[src/rtl/homography_warp.sv]
// rtl/homography_warp.sv - inverse-mapping 3x3 homography with sequential divide and SRAM fetch.
// Define HOMOGRAPHY_ROUND_EN for round-half-away-from-zero instead of truncation.
module homography_warp #(
   parameter int          XY_W     = 10,
   parameter int          COEF_W   = 12,
   parameter int          IMG_W    = 640,
   parameter int          IMG_H    = 480,
   parameter logic [15:0] FILL_RGB = 16'h0
) (
   input  logic              iCLK,
   input  logic              iRST_N,
   input  logic              iCOEF_WE,
   input  logic [3:0]        iCOEF_ADDR,
   input  logic [COEF_W-1:0] iCOEF_DATA,
   input  logic              iSTART,
   input  logic [XY_W-1:0]   iX,
   input  logic [XY_W-1:0]   iY,
   output logic              oBUSY,
   output logic              oREQ,
   output logic [XY_W-1:0]   oSRAM_X,
   output logic [XY_W-1:0]   oSRAM_Y,
   input  logic              iREADY,
   input  logic [4:0]        iR,
   input  logic [5:0]        iG,
   input  logic [4:0]        iB,
   output logic [XY_W-1:0]   oCON_X,
   output logic [XY_W-1:0]   oCON_Y,
   output logic [4:0]        oR,
   output logic [5:0]        oG,
   output logic [4:0]        oB,
   output logic              oREADY,
   output logic              oOOB
);

   localparam int ACC_W = COEF_W + XY_W + 3;
   localparam int CNT_W = $clog2(ACC_W + 1);
   localparam logic [ACC_W-1:0] LIM_X = ACC_W'(IMG_W);
   localparam logic [ACC_W-1:0] LIM_Y = ACC_W'(IMG_H);

   typedef enum logic [2:0] {S_IDLE, S_MAC, S_DIV, S_CHK, S_REQ, S_WAIT, S_OUT} state_t;

   state_t                    r_state;
   logic signed [COEF_W-1:0]  r_h [9];
   logic signed [ACC_W-1:0]   r_nx, r_ny, r_d;
   logic [ACC_W-1:0]          r_dm, r_qx, r_qy, r_rx, r_ry;
   logic                      r_negx, r_negy, r_dz;
   logic [CNT_W-1:0]          r_cnt;

   logic signed [ACC_W-1:0]   w_x, w_y, w_nx, w_ny, w_d;
   logic [ACC_W-1:0]          w_ad, w_mx, w_my;
   logic                      w_oob;

   function automatic logic signed [ACC_W-1:0] sext(input logic signed [COEF_W-1:0] c);
      return {{(ACC_W-COEF_W){c[COEF_W-1]}}, c};
   endfunction

   function automatic logic [ACC_W-1:0] mag(input logic signed [ACC_W-1:0] v);
      return v[ACC_W-1] ? ACC_W'(-v) : ACC_W'(v);
   endfunction

   // One restoring step: shift the next dividend bit into the remainder, subtract if it fits.
   function automatic logic [2*ACC_W-1:0] div_step(input logic [ACC_W-1:0] rem,
                                                   input logic [ACC_W-1:0] quo,
                                                   input logic [ACC_W-1:0] den);
      logic [ACC_W:0] t;
      t = {rem, quo[ACC_W-1]};
      if (t >= {1'b0, den})
         return {t[ACC_W-1:0] - den, quo[ACC_W-2:0], 1'b1};
      else
         return {t[ACC_W-1:0], quo[ACC_W-2:0], 1'b0};
   endfunction

   assign w_x  = $signed(ACC_W'(oCON_X));
   assign w_y  = $signed(ACC_W'(oCON_Y));
   assign w_nx = sext(r_h[0]) * w_x + sext(r_h[1]) * w_y + sext(r_h[2]);
   assign w_ny = sext(r_h[3]) * w_x + sext(r_h[4]) * w_y + sext(r_h[5]);
   assign w_d  = sext(r_h[6]) * w_x + sext(r_h[7]) * w_y + sext(r_h[8]);
   assign w_ad = mag(r_d);

`ifdef HOMOGRAPHY_ROUND_EN
   assign w_mx = mag(r_nx) + (w_ad >> 1);
   assign w_my = mag(r_ny) + (w_ad >> 1);
`else
   assign w_mx = mag(r_nx);
   assign w_my = mag(r_ny);
`endif

   // A negative quotient that truncated to zero is still a valid coordinate.
   assign w_oob = r_dz || (r_negx && (r_qx != '0)) || (r_negy && (r_qy != '0)) ||
                  (r_qx >= LIM_X) || (r_qy >= LIM_Y);

   always_ff @(posedge iCLK) begin
      if (!iRST_N) begin
         r_state <= S_IDLE;
         for (int i = 0; i < 9; i++)
            r_h[i] <= (i == 0 || i == 4 || i == 8) ? COEF_W'(1) : '0;
         r_nx    <= '0;
         r_ny    <= '0;
         r_d     <= '0;
         r_dm    <= '0;
         r_qx    <= '0;
         r_qy    <= '0;
         r_rx    <= '0;
         r_ry    <= '0;
         r_negx  <= 1'b0;
         r_negy  <= 1'b0;
         r_dz    <= 1'b0;
         r_cnt   <= '0;
         oBUSY   <= 1'b0;
         oREQ    <= 1'b0;
         oSRAM_X <= '0;
         oSRAM_Y <= '0;
         oCON_X  <= '0;
         oCON_Y  <= '0;
         oR      <= '0;
         oG      <= '0;
         oB      <= '0;
         oREADY  <= 1'b0;
         oOOB    <= 1'b0;
      end else begin
         case (r_state)
            S_IDLE: begin
               if (iCOEF_WE) begin
                  for (int i = 0; i < 9; i++)
                     if (iCOEF_ADDR == 4'(i))
                        r_h[i] <= iCOEF_DATA;
               end
               if (iSTART) begin
                  oCON_X  <= iX;
                  oCON_Y  <= iY;
                  oBUSY   <= 1'b1;
                  r_state <= S_MAC;
               end
            end
            S_MAC: begin
               r_nx    <= w_nx;
               r_ny    <= w_ny;
               r_d     <= w_d;
               r_cnt   <= '0;
               r_state <= S_DIV;
            end
            S_DIV: begin
               // First DIV cycle loads magnitudes; the remaining ACC_W cycles are divide steps.
               if (r_cnt == '0) begin
                  r_dm   <= w_ad;
                  r_qx   <= w_mx;
                  r_qy   <= w_my;
                  r_rx   <= '0;
                  r_ry   <= '0;
                  r_negx <= r_nx[ACC_W-1] ^ r_d[ACC_W-1];
                  r_negy <= r_ny[ACC_W-1] ^ r_d[ACC_W-1];
                  r_dz   <= (r_d == '0);
               end else begin
                  {r_rx, r_qx} <= div_step(r_rx, r_qx, r_dm);
                  {r_ry, r_qy} <= div_step(r_ry, r_qy, r_dm);
               end
               if (r_cnt == CNT_W'(ACC_W))
                  r_state <= S_CHK;
               r_cnt <= r_cnt + 1'b1;
            end
            S_CHK: begin
               if (w_oob) begin
                  oOOB         <= 1'b1;
                  oREADY       <= 1'b1;
                  {oR, oG, oB} <= FILL_RGB;
                  r_state      <= S_OUT;
               end else begin
                  oOOB    <= 1'b0;
                  oSRAM_X <= r_qx[XY_W-1:0];
                  oSRAM_Y <= r_qy[XY_W-1:0];
                  oREQ    <= 1'b1;
                  r_state <= S_REQ;
               end
            end
            S_REQ: begin
               oREQ    <= 1'b0;
               r_state <= S_WAIT;
            end
            S_WAIT: begin
               if (iREADY) begin
                  oR      <= iR;
                  oG      <= iG;
                  oB      <= iB;
                  oREADY  <= 1'b1;
                  r_state <= S_OUT;
               end
            end
            S_OUT: begin
               oREADY  <= 1'b0;
               oBUSY   <= 1'b0;
               r_state <= S_IDLE;
            end
            default: r_state <= S_IDLE;
         endcase
      end
   end

endmodule
[config.mk]
export PLATFORM = sky130hd
export DESIGN_NAME = homography_warp
export DESIGN_NICKNAME = d
export VERILOG_FILES = /design/src/rtl/homography_warp.sv
export SDC_FILE = /design/constraint.sdc
export NUM_CORES = 2
export LEC_CHECK = 0
export BUFFER_PORTS_ARGS = -buffer_cell sky130_fd_sc_hd__buf_4
export CAP_MARGIN = 20
export CELL_PAD_IN_SITES_DETAIL_PLACEMENT = 1
export CELL_PAD_IN_SITES_GLOBAL_PLACEMENT = 1
export CORE_ASPECT_RATIO = 2
export CORE_MARGIN = 2
export CORE_UTILIZATION = 48
export DETAILED_ROUTE_END_ITERATION = 8
export HOLD_SLACK_MARGIN = 0.02
export PLACE_DENSITY_LB_ADDON = 0.08
export SETUP_SLACK_MARGIN = 0.2
export SLEW_MARGIN = 20
export SYNTH_ARGS = -nofsm -noshare
export SYNTH_HDL_FRONTEND = slang
export SYNTH_SLANG_ARGS = --single-unit
[constraint.sdc]
create_clock -name iCLK -period 7.2 [get_ports iCLK]
set_input_delay 1.08 -clock iCLK [delete_from_list [all_inputs] [get_ports iCLK]]
set_output_delay 1.08 -clock iCLK [all_outputs]
set_load 0.01 [all_outputs]
After elaboration in Yosys (flattened, before gate mapping)
Memories as Yosys holds them, arrays and structs flattened. Index checks and enable logic that the tools add are counted.

Flip-flop bits (word level): 271. Bits in writable memories: 108. Memories kept: 1.

Memory list: r_h (words 9, bits a word 12, rd ports 9, clocked after Yosys merged registers in 0, write ports 9, RTL line 43) `logic signed [COEF_W-1:0] r_h [9];`.

Add/subtract/negate cells: 12. Multipliers: 6. Order comparisons: 4. Equality and inequality tests: 20. Muxes and demuxes: 86. Bitwise gates (word level): 12. Reduce and logical (&&, ||, !) cells: 25.

Operator list (count): 2-to-1 mux 25 bit (7); multiplier 12 x 11 -> 23 bit (6); 2-to-1 mux 12 bit (9); 2-to-1 mux 50 bit (2); adder 24 x 12 -> 25 bit (3); negator 25 bit (3); adder 23 x 23 -> 24 bit (3); >= comparator 26 x 25 -> 1 bit (2); 2-to-1 mux 1 bit (51); nonzero test 25 bit (2); subtractor 25 bit (2); one-hot mux 5 bit (2 select lines) (3); >= comparator 25 x 10 -> 1 bit, second input constant (1); >= comparator 25 x 9 -> 1 bit, second input constant (1); zero test 25 bit (1); one-hot mux 3 bit (6 select lines) (1); equality test 4 x 3 -> 1 bit, second input constant (4); 2-to-1 mux 5 bit (3); 2-to-1 mux 6 bit (2); one-hot mux 6 bit (2 select lines) (1); inequality test 2 bit, second input constant (5); AND reduction 2 bit (5); equality test 3 bit, second input constant (3); 2-to-1 mux 3 bit (3); 21 further kinds (42).

Depth between registers and ports, before layout
Depth in word-level cells: 8. Mapped depth: 27.

Worst setup path after synthesis
No wires, ideal clock.

Kind: register -> register. Start: reg oCON_X[1]. End: reg r_ny[24]. Arrival time: 6.518 ns. Required time: 7.079 ns. Slack: 0.561 ns. Cell stages (with the launch flop): 25. Path buffers: 2. Period minus slack after synthesis: 6.639 ns. Cell sequence: dfxtp_1 clkbuf_1 clkbuf_1 nand2_1 fa_1 inv_1 fa_1 inv_1 fa_1 inv_1 fa_1 fa_1 fa_1 inv_1 fa_1 inv_1 ha_1 and3_1 a221o_1 a2bb2oi_1 a21oi_1 o41a_1 a31oi_1 o21bai_1 mux2i_1.

Longest elaborated chain between the ends: 3.

RTL lines: start: declaration (RTL line 26) `output logic [XY_W-1:0] oCON_X,`; start signal: assignment (RTL line 129) `oCON_X <= iX;`; multiplier 12 x 11 -> 23 bit (RTL line 76) `assign w_ny = sext(r_h[3]) * w_x + sext(r_h[4]) * w_y + sext(r_h[5]);`; adder 23 x 23 -> 24 bit (RTL line 76); adder 24 x 12 -> 25 bit (RTL line 76); end signal: assignment (RTL line 137) `r_ny <= w_ny;`; end: declaration (RTL line 44) `logic signed [ACC_W-1:0] r_nx, r_ny, r_d;`.

No other way between the ends. A chain may end at the register's enable or synchronous reset.

==> metrics <==
via/cell ratio=5.436; Mapped Cells=5366; Post-Syn Area=around 49000 µm²; yosys warns=0; largest net degree at the start of global routing=76; register area share after synthesis=0.1756; final number of hold-violating endpoints=0; H-tree Lvls=2; DRC=0; Setup Viol. Count Final=0; dominant cell by count in the synthesized netlist=inv_1; die area=around 110000 µm²; via count=approximately 37000; syn_nets=6636; Core Rows=around 170; Synth Flop Type=dfxtp_1; Die Span X=230.7 µm; clk_skew=roughly 0.027 ns; clock buffer count from CTS=43; Relative slew margins=0.2479; Layout area overhead=8.842%; final WL=155000 µm; nets=approximately 6700; initial antenna violation count=5; run status=finished clean; Starting Density=0.4830; Synth top area share=0.3476; core area=about 100000 µm²; insertion delay to the later sink of the worst-skew pair=between 0.6 and 0.7 ns; max-slew violation count=0; share of cells above drive strength 1=0.06912; Setup crit end kind=flip-flop; Final ANT Viol Nets=0; Detailed Place HPWL=128200 µm; root buffer cell=clkbuf_16; RSZ-0062 raised after global routing=yes; Synth area leader=fa_1; Hold WC Path Type=reg2reg; CP max FO=10; EDFF count, synth=108; GP Congestion=0.8798; Mean Syn Cell Area=approximately 9.2 µm²; Power Density=260.0 nW/µm²; critical setup path kind=reg2reg; drt pass-1 iters=5; io pins=117; Die H=457.5 µm; GRT Total Usage=0.2978; Leak=between 20 and 30 nW; vias in the first global route=41820; Area contributors post-synth=fa_1 35%, dfxtp_1 11%, ha_1 9.0%; hold_ws=0.4533 ns; DRT iter0 DRCs=roughly 1500; Commonest cells post-synth=1092 x inv_1, 857 x fa_1, 662 x nand2_1, 425 x and2_1, 356 x ha_1; Final Cycle Share=0.9378; Max Fclk=148.1 MHz; Final Cell Area=about 54000 µm²; Worst setup SP type=flip-flop; Worst Tran Pin Value=approximately 1.1 ns; Longest Clk Path Bufs=3; Final Core Density=0.5257; critical path required time=7.66 ns; first-pass GRT wire length=236500 µm; Max-cap violations=0; area of placed instances=51850 µm²; FFs w/ async S/R, synth=0; PortBufs=116; setup tns final=0 ns; minimum clock period=6.752 ns; Clock transition at path regs=0.07 ns; Overflow after GRT=0; VDD IR-drop max=just under 0.2 mV; Sink Count=379; Cell variety after synth=just under 80; Synth Register Bits=379; CTS tree=done; crit path DAT=7.21 ns; Routed WL per cell=22.90 µm
[sequential cells by signal, summed over array words and instances, names as in the netlist, 3 cells and up]
register  count
oCON_Y       10
r_rx         25
r_cnt         5
oR            5
r_ry         25
oSRAM_Y      10
oSRAM_X      10
r_state       3
r_qx         25
oG            6
r_qy         25
oB            5
r_dm         25
r_nx         25
r_h         108
r_d          25
oCON_X       10
r_ny         25
[critical path: stages (launching register included)]
cell and delay, ns:
edfxtp_1 0.64, nand2_1 0.23, fa_1 0.71, inv_1 0.19, fa_1 0.49, fa_1 0.59
fa_1 0.45, fa_1 0.48, fa_1 0.51, inv_1 0.06, fa_1 0.47, inv_1 0.04
ha_1 0.35, a21o_1 0.20, a21oi_1 0.18, o21ai_0 0.12, a211oi_1 0.28, o21bai_1 0.11
a31oi_1 0.18, mux2i_1 0.21, a21oi_1 0.08
[through the flow]
step	cells	total power (W)	worst slack [ns]
after floorplan	5366	0.008872	0.5608
after global placement	6659	0.01125	0.3476
after detailed placement	6659	0.01150	0.1582
after CTS	6739	0.01403	0.2159
after global routing	6770	0.01518	0.1857
final	6770	0.01397	0.4477
[repair_timing]
item	4_1_cts	5_1_grt
gates resized for setup	1	29
setup endpoints to repair	2	19
setup buffers	0	27
gates cloned	0	3
pin swaps	0	3
hold buffers	0	0
[path summary, 6_finish.rpt]
path / slack (ns) / endpoint / depth (start not counted) / start
worst min register to register: 0.45 / oG[2] / 2 / oG[2]
worst max-delay path: 0.45 / r_nx[23] / 20 / r_h[0][23]
worst max register to register: 0.45 / r_nx[23] / 20 / r_h[0][23]
worst min-delay path: 0.45 / oG[2] / 2 / oG[2]
[metal layers]
metal  GRT usage  vias up  share of wire
met1      0.3053    19020           0.35
met2      0.5821      762           0.56
met5           0        -        0.00016
li1            -    16620              -
met3     0.02689      407          0.028
met4      0.1661        4          0.067
[where the power goes]
part           internal (W)  switching, W
clock network       0.00135       0.00110
logic               0.00356       0.00517
registers           0.00241      0.000373
total               0.00733       0.00664
[cell type report]
cell class | instances | area, µm²
repair buffers | 241 | 2034
flip-flops and latches | 379 | 8693
multi-input cells | 3633 | 35710
clock inverters | 29 | 330.3
fillers | 11750 | 48470
clock buffers | 51 | 1157
well taps | 1344 | 1682
diodes | 1 | 2.502
inverters | 1092 | 4105
[layout by cell type, fill, tap and decap left out, drive strengths merged, types with 7 or more instances in the layout]
cell type and count:
o41ai 12, mux2i 50, o21ai 139, o31ai 30, ha 356, clkbuf 55, nand2b 39, clkinvlp 9
and2 425, a21o 49, nor2b 51, xnor2 94, dfxtp 271, nand4b 8, nand4 13, nor2 140
a21oi 210, a211o 7, nor3 22, a211oi 54, nor4 22, buf 237, or4 11, inv 1101
edfxtp 108, fa 857, o21bai 20, and3 13, xor2 94, o211a 35, nand2 662, o21a 14
o211ai 19, a31oi 18, a21boi 22, or3 14, nand3 59
[cell families (layout without fill, tap and decap cells)]
group                    Yosys count  after routing  share of synthesized area
AO/OA/AOI/OAI                    679            679                    0.08931
flip-flops                       379            379                     0.1756
XOR/XNOR                         188            188                    0.03336
adder cells (fa/ha/maj)         1213           1213                     0.4379
buffers and inverters           1354           1413                     0.1040
AND/OR/NAND/NOR                 1502           1502                     0.1495
other                              0              1                          0
multiplexers                      51             51                    0.01037
Note: power is estimated with default switching activity, not from simulation.
